## src/rtl/dma_burst_sequencer.sv

```systemverilog
// dma_burst_sequencer
//
// Splits one large memory transfer job into AXI-legal bursts and issues them
// one at a time to a single DMA channel over its start/addr/len/size/busy
// control interface. Each burst is limited to MAX_BURST beats and never
// crosses a BOUNDARY-byte address boundary.
//
// Optional feature macro: DMA_SEQ_ERR_EN
//   defined   : jobs with zero beats or an address not aligned to the beat
//               size are rejected at accept with a one-cycle err_o pulse.
//   undefined : address bits below the beat size are forced to zero at
//               accept, a zero-beat job completes with a done_o pulse, and
//               err_o is constant 0.
//
// Ports:
//   m_axi_aclk     in   clock
//   m_axi_aresetn  in   synchronous active-low reset
//   job_valid      in   job request valid
//   job_ready      out  job accepted when high (IDLE only)
//   job_addr       in   job start byte address
//   job_beats      in   total beats of the job
//   job_size       in   AXI size code, beat bytes = 2^job_size
//   ch_start_o     out  one-cycle burst start pulse to the channel
//   ch_addr_o      out  burst start address
//   ch_len_o       out  burst length minus one
//   ch_size_o      out  burst size code
//   ch_busy_i      in   channel busy
//   busy_o         out  job in progress
//   done_o         out  one-cycle pulse when the job completes
//   err_o          out  one-cycle pulse when a job is rejected
module dma_burst_sequencer #(
   parameter int ADDR_W    = 32,
   parameter int BEATS_W   = 20,
   parameter int MAX_BURST = 256,
   parameter int BOUNDARY  = 4096
) (
   input  logic               m_axi_aclk,
   input  logic               m_axi_aresetn,
   input  logic               job_valid,
   output logic               job_ready,
   input  logic [ADDR_W-1:0]  job_addr,
   input  logic [BEATS_W-1:0] job_beats,
   input  logic [2:0]         job_size,
   output logic               ch_start_o,
   output logic [ADDR_W-1:0]  ch_addr_o,
   output logic [7:0]         ch_len_o,
   output logic [2:0]         ch_size_o,
   input  logic               ch_busy_i,
   output logic               busy_o,
   output logic               done_o,
   output logic               err_o
);

   // Wide enough to hold BOUNDARY itself, not just offsets below it.
   localparam int BND_W = $clog2(BOUNDARY) + 1;

   typedef enum logic [2:0] {
      S_IDLE,
      S_CALC,
      S_ISSUE,
      S_HOLD,
      S_WAIT
   } state_t;

   state_t             state_q,   state_d;
   logic [ADDR_W-1:0]  addr_q,    addr_d;
   logic [BEATS_W-1:0] rem_q,     rem_d;
   logic [2:0]         size_q,    size_d;
   logic [8:0]         n_q,       n_d;
   logic [ADDR_W-1:0]  ch_addr_q, ch_addr_d;
   logic [7:0]         ch_len_q,  ch_len_d;
   logic [2:0]         ch_size_q, ch_size_d;
   logic               done_q,    done_d;
`ifdef DMA_SEQ_ERR_EN
   logic               err_q,     err_d;
`endif

   // Low address bits that must be zero for a beat of 2^size bytes.
   function automatic logic [ADDR_W-1:0] size_mask(input logic [2:0] size);
      return (ADDR_W'(1) << size) - ADDR_W'(1);
   endfunction

   // Next burst length: min(remaining, MAX_BURST, beats left before the
   // next boundary). Always >= 1 for a beat-aligned address.
   function automatic logic [8:0] burst_len(input logic [ADDR_W-1:0]  addr,
                                            input logic [BEATS_W-1:0] rem,
                                            input logic [2:0]         size);
      logic [BND_W-1:0] off;
      logic [BND_W-1:0] bnd;
      logic [31:0]      n;
      off = BND_W'(addr & ADDR_W'(BOUNDARY - 1));
      bnd = (BND_W'(BOUNDARY) - off) >> size;
      n   = 32'(rem);
      if (n > 32'(MAX_BURST)) n = 32'(MAX_BURST);
      if (n > 32'(bnd))       n = 32'(bnd);
      return n[8:0];
   endfunction

   always_comb begin
      state_d    = state_q;
      addr_d     = addr_q;
      rem_d      = rem_q;
      size_d     = size_q;
      n_d        = n_q;
      ch_addr_d  = ch_addr_q;
      ch_len_d   = ch_len_q;
      ch_size_d  = ch_size_q;
      done_d     = 1'b0;
`ifdef DMA_SEQ_ERR_EN
      err_d      = 1'b0;
`endif
      job_ready  = 1'b0;
      ch_start_o = 1'b0;

      case (state_q)
         S_IDLE: begin
            job_ready = 1'b1;
            if (job_valid) begin
`ifdef DMA_SEQ_ERR_EN
               if (job_beats == '0 || (job_addr & size_mask(job_size)) != '0) begin
                  err_d = 1'b1;
               end else begin
                  addr_d  = job_addr;
                  rem_d   = job_beats;
                  size_d  = job_size;
                  state_d = S_CALC;
               end
`else
               addr_d = job_addr & ~size_mask(job_size);
               rem_d  = job_beats;
               size_d = job_size;
               // A zero-beat job finishes on the spot without a burst.
               if (job_beats == '0) begin
                  done_d = 1'b1;
               end else begin
                  state_d = S_CALC;
               end
`endif
            end
         end

         S_CALC: begin
            n_d       = burst_len(addr_q, rem_q, size_q);
            ch_addr_d = addr_q;
            ch_len_d  = 8'(n_d - 9'd1);
            ch_size_d = size_q;
            state_d   = S_ISSUE;
         end

         S_ISSUE: begin
            if (!ch_busy_i) begin
               ch_start_o = 1'b1;
               state_d    = S_HOLD;
            end
         end

         // Gives the channel one cycle to raise busy after the start pulse.
         S_HOLD: begin
            state_d = S_WAIT;
         end

         S_WAIT: begin
            if (!ch_busy_i) begin
               addr_d = addr_q + (ADDR_W'(n_q) << size_q);
               rem_d  = rem_q - BEATS_W'(n_q);
               if (rem_d == '0) begin
                  done_d  = 1'b1;
                  state_d = S_IDLE;
               end else begin
                  state_d = S_CALC;
               end
            end
         end

         default: begin
            state_d = S_IDLE;
         end
      endcase
   end

   always_ff @(posedge m_axi_aclk) begin
      if (!m_axi_aresetn) begin
         state_q   <= S_IDLE;
         addr_q    <= '0;
         rem_q     <= '0;
         size_q    <= '0;
         n_q       <= '0;
         ch_addr_q <= '0;
         ch_len_q  <= '0;
         ch_size_q <= '0;
         done_q    <= 1'b0;
      end else begin
         state_q   <= state_d;
         addr_q    <= addr_d;
         rem_q     <= rem_d;
         size_q    <= size_d;
         n_q       <= n_d;
         ch_addr_q <= ch_addr_d;
         ch_len_q  <= ch_len_d;
         ch_size_q <= ch_size_d;
         done_q    <= done_d;
      end
   end

`ifdef DMA_SEQ_ERR_EN
   always_ff @(posedge m_axi_aclk) begin
      if (!m_axi_aresetn) begin
         err_q <= 1'b0;
      end else begin
         err_q <= err_d;
      end
   end

   assign err_o = err_q;
`else
   assign err_o = 1'b0;
`endif

   assign busy_o    = (state_q != S_IDLE);
   assign done_o    = done_q;
   assign ch_addr_o = ch_addr_q;
   assign ch_len_o  = ch_len_q;
   assign ch_size_o = ch_size_q;

endmodule

```

## config.mk

```make
export PLATFORM = sky130hd
export DESIGN_NAME = dma_burst_sequencer
export DESIGN_NICKNAME = d
export VERILOG_FILES = /design/src/rtl/dma_burst_sequencer.sv
export SDC_FILE = /design/constraint.sdc
export NUM_CORES = 1
export LEC_CHECK = 0
export BUFFER_PORTS_ARGS = -buffer_cell sky130_fd_sc_hd__buf_2
export CORE_MARGIN = 3
export CORE_UTILIZATION = 31
export DETAILED_ROUTE_END_ITERATION = 10
export GPL_ROUTABILITY_DRIVEN = 0
export PLACE_DENSITY = 0.49
export SYNTH_ARGS = -nofsm -noshare
export SYNTH_HDL_FRONTEND = slang
export SYNTH_SLANG_ARGS = --single-unit
```

## constraint.sdc

```tcl
create_clock -name m_axi_aclk -period 12.1 [get_ports m_axi_aclk]
set_clock_uncertainty 0.2 [all_clocks]
set_input_delay 1.815 -clock m_axi_aclk [delete_from_list [all_inputs] [get_ports m_axi_aclk]]
set_output_delay 1.815 -clock m_axi_aclk [all_outputs]
set_load 0.03 [all_outputs]
```

==> results of run 1 <==
[final cells by class]
| type | count | area, um2 |
|---|---|---|
| fillers | 2784 | 16400 |
| multi-input cells | 912 | 5540 |
| flip-flops and latches | 111 | 2220 |
| repair buffers | 116 | 608 |
| well taps | 330 | 413 |
| clock buffers | 12 | 256 |
| inverters | 38 | 143 |
| clock inverters | 4 | 36.3 |
[worst max-delay path, cell delays in order, from the launching register on]
cell       delay [ns]
dfxtp_1          0.41
inv_1            0.17
ha_1             0.32
or4b_1           0.63
o211ai_1         0.24
o311ai_1         0.21
a221o_1          0.41
or2_2            0.30
ha_1             0.31
and3_1           0.17
nand3_1          0.09
o31ai_1          0.21
a211o_1          0.54
nor3_2           0.16
a2111oi_4        0.47
nand4_1          0.16
nor3b_1          0.16
a311o_1          0.32
[worst paths after layout]
path	slack, ns	endpoint	cells after the start	startpoint
max	6.52	ch_len_o[6]	17	addr_q[1]
min	0.25	ch_addr_o[3]	2	ch_addr_o[3]
max reg2reg	6.52	ch_len_o[6]	17	addr_q[1]
min reg2reg	0.25	ch_addr_o[3]	2	ch_addr_o[3]
[Yosys cell counts, types with 6 or more instances]
master    instances
buf_1            11
o31a_1            6
xnor2_1          19
o22ai_1           7
nor2_1           99
nor2b_1          13
nand3_1          32
mux2i_1          11
o31ai_1          10
nand2_1         175
or2_2             7
o21a_1           15
dfxtp_1         111
a31oi_1          10
a221oi_1          9
nand4_1          18
a21o_1           10
and3_1           18
o21ai_0          65
clkbuf_1         78
o211ai_1         11
a211oi_1         26
nor4_1           15
and2_1           13
a311oi_1         12
inv_1            36
ha_1             42
nor3_1           35
or3_1             9
a21oi_1         121
[kinds of logic after synthesis]
group,after synthesis
AO/OA/AOI/OAI,361
XOR/XNOR,24
adder cells (fa/ha/maj),44
buffers and inverters,131
flip-flops,111
multiplexers,14
other,1
AND/OR/NAND/NOR,464
[routing by layer]
layer  part of all wire [%]  track usage [%]  vias to the layer above
met5                   0.11                0                        -
li1                       -                -                     4262
met4                    1.5             4.48                        4
met3                    4.6             2.87                       29
met2                     47             32.1                      220
met1                     47             26.4                     4050
[metrics by stage]
stage	utilization [%]	power, W
floorplan	-	0.000847
global placement	34.8	0.000990
detailed placement	34.8	0.000990
CTS	36.0	0.00130
global route	36.0	0.00138
finish	36.0	0.00130
[power by group]
part | leakage (nW) | switching [W] | internal [W]
clock network | 0.141 | 0.000156 | 0.000154
logic | 2.56 | 0.000335 | 0.000205
registers | 0.908 | 0.0000489 | 0.000398
[flip-flops by register name, indices dropped and copies added, names as in the netlist]
register	flops
size_q	3
n_q	9
addr_q	32
ch_size_o	3
ch_addr_o	32
state_q	3
done_o	1
rem_q	20
ch_len_o	8
==> flow_metrics.tcl, run 1 <==
set metrics [dict create \
    worst_slew_pin_slew_ns 1.21 \
    diodes 0 \
    start_util_pct 32.1 \
    worstHoldPathType "reg2reg" \
    netlist_area_um2 8220 \
    end_kind "flip-flop" \
    worstPathMaxFanout 18 \
    drtAntennaViolNets 0 \
    root_buffer "clkbuf_16" \
    cts_buffer_depth 2 \
    num-nets-final 1291 \
    dpl_cell_area_um2 8920 \
    final_cells 1523 \
    area_growth_syn_to_layout_pct 12.1 \
    grtUsageTotal_pct 19.3 \
    power.density_nw_per_um2 141 \
    dp_cells 1507 \
    synth_top_area_share_pct 27.0 \
    post_drt_wl_per_cell_um 18.3 \
    antenna_found_initial 2 \
    cp-start-kind "flip-flop" \
    synth_mux_area_share_pct 1.75 \
    synth-seq-area-share_pct 27.0 \
    stdcell_area_um2 9210 \
    crit_type "reg2reg" \
    final_cell_mix "nand2_1, a21oi_1, dfxtp_1" \
    layout_setup_ws_ns 6.52 \
    gr-total-overflow 0 \
    leakage_nw 3.61 \
    drv_slew 0 \
    status "completed" \
    ir_worst_vdd_v 0.0000645 \
    clk_latency_ns 0.37 \
    clock_sinks 111 \
    synthAdderAreaFrac_pct 6.88 \
    ys_ff_latch 111 \
    drive_gt1_share_pct 13.3 \
    cts_buffers 9 \
    row_count 58 \
    via_per_inst 5.62 \
    htreeDepth 3 \
    synth_top_family_by_area "compound AO/OA/AOI/OAI gates" \
    ios 107 \
    max_slew_margin_pct 18.9 \
    grt_max_degree 68 \
    max_freq_ghz 0.179 \
    timing.hold.ws_ns 0.251 \
    drtPass1Iterations 5 \
    vias 8565 \
    yosysWarningCount 0 \
    setup_tns_ns 0 \
    die_x_um 169 \
    ys.flop_type "dfxtp_1" \
    grt_pass1_wl_mm 44.8 \
    hold_violations 0 \
    drt_iter0_drc 572 \
    cp_data_arrival_time_ns 5.63 \
    setup_viol 0 \
    core_um2 25600 \
    post_cts_resized 0 \
    cts_tree "yes" \
    rsz0062_at_grt "no" \
    min_period_over_period_pct 46.1 \
    synth_edf_count 0 \
    layout_commonest_cell "nand2_1" \
    synth.largest_area_cell "dfxtp_1" \
    synth-simple-area-share_pct 26.7 \
    ys_async_sr_fraction_pct 0 \
    synthTopCellsByArea "dfxtp_1, nand2_1, a21oi_1" \
    synth_compound_area_share_pct 29.0 \
    hold_buffers 0 \
    clkTransAtPathRegs_ns 0.08 \
    syn_avg_cell_area_um2 7.15 \
    critPathRequiredTime_ns 12.15 \
    synth.distinct_cells 80 \
    die_y_um 169 \
    syn_inst 1150 \
    io_buffers 105 \
    postCtsSetupBuffers 0 \
    wl_mm 27.9 \
    pre_cts_ws_ns 6.57 \
    period_minus_slack_ns 5.58 \
    grt_pass1_vias 8073 \
    drc_errors 0 \
    synthXorXnorAreaFrac_pct 2.56 \
    die-area_um2 28500 \
    maxCapViolations 0 \
    dp_hpwl_mm 20.2 \
]
No activity file was read; power rests on OpenSTA's default activity.
==> run 2, diff against run 1 <==
--- a/config.mk
+++ b/config.mk
@@ -10,7 +10,7 @@
 export CORE_UTILIZATION = 31
 export DETAILED_ROUTE_END_ITERATION = 10
 export GPL_ROUTABILITY_DRIVEN = 0
-export PLACE_DENSITY = 0.49
+export PLACE_DENSITY = 0.51
 export SYNTH_ARGS = -nofsm -noshare
 export SYNTH_HDL_FRONTEND = slang
 export SYNTH_SLANG_ARGS = --single-unit
==> constraint.sdc (replaced) <==
create_clock -name m_axi_aclk -period 4.9 [get_ports m_axi_aclk]
set_clock_uncertainty 0.2 [all_clocks]
set_input_delay 0.735 -clock m_axi_aclk [delete_from_list [all_inputs] [get_ports m_axi_aclk]]
set_output_delay 0.735 -clock m_axi_aclk [all_outputs]
set_load 0.03 [all_outputs]
==> flow_metrics.tcl, run 2 (synthesis results as in run 1) <==
set metrics [dict create \
    slowest_stage "or4b_4" \
    status "completed" \
    drt_iter0_drc 532 \
    ios 107 \
    ir_worst_vdd_v 0.000164 \
    via_per_inst 5.51 \
    root_buffer "clkbuf_16" \
    drive_gt1_share_pct 16.9 \
    drtPass1Iterations 6 \
    setup_viol 0 \
    start_util_pct 32.1 \
    gr-total-overflow 0 \
    leakage_nw 3.84 \
    path_cells "inv_1, ha_1, or4b_4, o211ai_1, o311ai_2, a221o_1, or2_2, ha_1, and3_1, nand3_1, o31ai_1, a211o_2, buf_4, a2111oi_4, nand4_1, nor3b_1, a311o_1" \
    final_cell_mix "nand2_1, a21oi_1, dfxtp_1" \
    dp_hpwl_mm 21.0 \
    antenna_found_initial 2 \
    grt_pass1_wl_mm 44.7 \
    cp-start-kind "flip-flop" \
    clkTransAtPathRegs_ns 0.08 \
    cts_buffers 9 \
    drtAntennaViolNets 0 \
    min_period_over_period_pct 97.7 \
    crit_type "reg2reg" \
    fill_cells 2779 \
    core_um2 25600 \
    cp_data_arrival_time_ns 4.84 \
    crit_top_cell "ha_1" \
    area_growth_syn_to_layout_pct 16.9 \
    max_freq_ghz 0.209 \
    max_slew_margin_pct 34.2 \
    cts_buffer_depth 2 \
    drc_errors 0 \
    htreeDepth 3 \
    io_buffers 105 \
    rsz0062_at_grt "yes" \
    layout_commonest_cell "nand2_1" \
    die_x_um 169 \
    vias 8635 \
    worstPathMaxFanout 10 \
    end_kind "flip-flop" \
    row_count 58 \
    die_y_um 169 \
    worstHoldPathType "reg2reg" \
    grtUsageTotal_pct 19.3 \
    post_drt_wl_per_cell_um 17.9 \
    clock_sinks 111 \
    grt_pass1_vias 8261 \
    timing.hold.ws_ns 0.252 \
    finalPower_w 0.00333 \
    grt_max_degree 49 \
    hold_buffers 0 \
    num-nets-final 1333 \
    die-area_um2 28500 \
    power.density_nw_per_um2 347 \
    wl_mm 28.0 \
    seq_area_um2 2220 \
    maxCapViolations 0 \
    worst_slew_pin_slew_ns 0.984 \
    period_minus_slack_ns 4.79 \
    multi_input_area_um2 5570 \
    cp_slowest_stage_delay_ns 0.53 \
    clk_latency_ns 0.36 \
    drv_slew 0 \
    critPathRequiredTime_ns 4.95 \
    hold_violations 0 \
    cts_tree "yes" \
]
run 2: changes by cell type in the layout (fill, tap and decap cells not counted), moves of 2 or more:
| cell | before | now |
|---|---|---|
| buf_4 | 11 | 50 |
| o311ai_2 | 0 | 2 |
| buf_12 | 0 | 3 |
| clkinv_2 | 0 | 2 |
run 2: routing by layer:
| layer | global-route usage, % | vias to the layer above | share of wire, % |
|---|---|---|---|
| li1 | - | 4338 | - |
| met1 | 26.0 | 4066 | 47 |
| met2 | 32.3 | 207 | 48 |
| met3 | 3.25 | 22 | 4.4 |
| met4 | 4.09 | 2 | 1.0 |
| met5 | 0 | - | 0.039 |
run 2: final timing paths:
check             slack [ns]   startpoint          end  depth (start not counted)
hold / removal          0.25  ch_len_o[0]  ch_len_o[0]                          2
setup / recovery        0.11    addr_q[0]  ch_len_o[6]                         17
hold reg to reg         0.25  ch_len_o[0]  ch_len_o[0]                          2
setup reg to reg        0.11    addr_q[0]  ch_len_o[6]                         17
run 2: timing repair:
item,CTS,global route
resized for setup,1,7
endpoints found under the setup margin,1,12
setup buffers,0,1
pin swaps,0,1
run 2: worst max-delay path: cells and delay by family (launching register included):
family                   cells  cell delay, ns
flip-flops                   1            0.31
AO/OA/AOI/OAI                7            1.97
buffers and inverters        2            0.26
adder cells (fa/ha/maj)      2            0.47
AND/OR/NAND/NOR              6            1.45
run 2: layout make-up:
cell class	count	area share [%]
inverters	38	1.48
clock buffers	10	2.49
multi-input cells	912	57.9
well taps	330	4.29
repair buffers	158	9.99
diodes	1	0.0260
clock inverters	6	0.690
flip-flops and latches	111	23.1
run 2: where the power goes:
| group | total [W] | internal (W) | switching (W) |
|---|---|---|---|
| Sequential | 0.00108 | 0.000982 | 0.0000950 |
| Combinational | 0.00147 | 0.000589 | 0.000881 |
| Clock | 0.000787 | 0.000415 | 0.000372 |
run 2: stage by stage:
| step | area [um2] | util, % | worst slack, ns | TNS, ns | std cells |
|---|---|---|---|---|---|
| after floorplan | 8240 | - | 0.0398 | 0 | 1154 |
| after global placement | 9250 | 36.1 | -0.00740 | -0.00740 | 1548 |
| after detailed placement | 9250 | 36.1 | -0.0316 | -0.0316 | 1548 |
| after CTS | 9560 | 37.3 | 0.0118 | 0 | 1564 |
| after global routing | 9610 | 37.5 | -0.102 | -0.102 | 1565 |
| final | 9610 | 37.5 | 0.113 | 0 | 1566 |
==> run 3, diff against run 2 <==
--- a/config.mk
+++ b/config.mk
@@ -8,6 +8,7 @@
 export BUFFER_PORTS_ARGS = -buffer_cell sky130_fd_sc_hd__buf_2
 export CORE_MARGIN = 3
 export CORE_UTILIZATION = 31
+export CTS_BUF_LIST = sky130_fd_sc_hd__clkbuf_16
 export DETAILED_ROUTE_END_ITERATION = 10
 export GPL_ROUTABILITY_DRIVEN = 0
 export PLACE_DENSITY = 0.51
==> flow_metrics.tcl, run 3 (synthesis results as in run 1) <==
set metrics [dict create \
    fill_cells 2782 \
    power_switching_w 0.00135 \
    root_buffer "clkbuf_16" \
    dp_hpwl_mm 21.0 \
    ir_worst_vdd_v 0.000166 \
    leakage_nw 3.84 \
    pre_cts_ws_ns -0.0316 \
    final_cells 1566 \
    wl_mm 28.1 \
    final_cell_mix "nand2_1, a21oi_1, dfxtp_1" \
    core_um2 25600 \
    cp-start-kind "flip-flop" \
    via_per_inst 5.52 \
    area_growth_syn_to_layout_pct 16.8 \
    grt_pass1_vias 8264 \
    max_slew_margin_pct 34.0 \
    cts_tree "yes" \
    grt_max_degree 49 \
    gr-total-overflow 0 \
    die_y_um 169 \
    worstPathMaxFanout 10 \
    io_buffers 105 \
    antenna_found_initial 2 \
    swShare_pct 40.7 \
    status "completed" \
    worst_slew_pin_slew_ns 0.986 \
    clkTransAtPathRegs_ns 0.08 \
    cts_buffer_depth 2 \
    dp_cells 1548 \
    clk_latency_ns 0.36 \
    critPathRequiredTime_ns 4.95 \
    maxCapViolations 0 \
    drt_iter0_drc 520 \
    worstHoldPathType "reg2reg" \
    grtUsageTotal_pct 19.3 \
    die-area_um2 28500 \
    cts_buffers 9 \
    layout_setup_ws_ns 0.109 \
    rr_worst_depth 17 \
    seq_power_share_pct 32.4 \
    clock_sinks 111 \
    power.density_nw_per_um2 346 \
    cp_data_arrival_time_ns 4.84 \
    rsz0062_at_grt "yes" \
    power.internal_w 0.00197 \
    post_drt_wl_per_cell_um 17.9 \
    hold_violations 0 \
    die_x_um 169 \
    max_freq_ghz 0.209 \
    hold_buffers 0 \
    htreeDepth 3 \
    num-nets-final 1333 \
    drv_slew 0 \
    timing.hold.ws_ns 0.252 \
    crit_type "reg2reg" \
    dpl_cell_area_um2 9250 \
    period_minus_slack_ns 4.79 \
    drtAntennaViolNets 0 \
    drive_gt1_share_pct 16.8 \
    p_clk_share_pct 23.3 \
    combPwrFrac_pct 44.2 \
    row_count 58 \
    vias 8647 \
    hold_path_depth 2 \
    grt_pass1_wl_mm 44.7 \
    setup_viol 0 \
    ios 107 \
    drc_errors 0 \
    stdcell_area_um2 9600 \
    drtPass1Iterations 5 \
    start_util_pct 32.1 \
    layout_commonest_cell "nand2_1" \
    min_period_over_period_pct 97.8 \
    end_kind "flip-flop" \
]
run 3: worst max-delay path, stage by stage, from the launching register on:
cell       delay, ns
dfxtp_1         0.31
inv_1           0.07
ha_1            0.16
or4b_4          0.53
o211ai_1        0.24
o311ai_2        0.16
a221o_1         0.37
or2_2           0.31
ha_1            0.31
and3_1          0.17
nand3_1         0.08
o31ai_1         0.07
a211o_2         0.43
buf_4           0.20
a2111oi_4       0.41
nand4_1         0.19
nor3b_1         0.17
a311o_1         0.31
run 3: cell type report:
cell class	instances	area, um2	share of cell area, %
well taps	330	413	4.30
clock buffers	9	225	2.34
inverters	38	143	1.49
clock inverters	7	70.1	0.730
multi-input cells	912	5570	58.0
flip-flops and latches	111	2220	23.2
repair buffers	158	961	10.0
diodes	1	2.50	0.0261
run 3: power groups by stage:
stage	registers (W)	logic, W	clock network [W]
floorplan	0.00109	0.000999	0
global placement	0.00110	0.00145	0
detailed placement	0.00110	0.00145	0
CTS	0.00108	0.00145	0.000796
global route	0.00109	0.00163	0.000832
finish	0.00108	0.00147	0.000775
run 3: metal layers:
layer	vias up	global-route usage, %	wire length [um]
li1	4340	-	-
met1	4055	26.0	13200
met2	228	32.3	13300
met3	22	3.25	1270
met4	2	4.09	292
met5	-	0	11
run 3: worst paths after layout:
path	from	end	slack (ns)
max	addr_q[0]	ch_len_o[6]	0.11
min	ch_len_o[0]	ch_len_o[0]	0.25
max reg2reg	addr_q[0]	ch_len_o[6]	0.11
min reg2reg	ch_len_o[0]	ch_len_o[0]	0.25
run 3: repair_timing:
action	in CTS	in global routing
pin swaps	0	1
setup buffers	0	1
gates cloned	0	0
endpoints found under the hold margin	0	0
setup endpoints to repair	1	12
gates resized for setup	1	7
run 3: metrics by stage:
stage | total power, W | TNS, ns | utilization (%)
after floorplan | 0.00209 | 0 | -
after global placement | 0.00254 | -0.00740 | 36.1
after detailed placement | 0.00254 | -0.0316 | 36.1
after CTS | 0.00333 | 0 | 37.3
after global routing | 0.00355 | -0.102 | 37.5
final | 0.00332 | 0 | 37.5
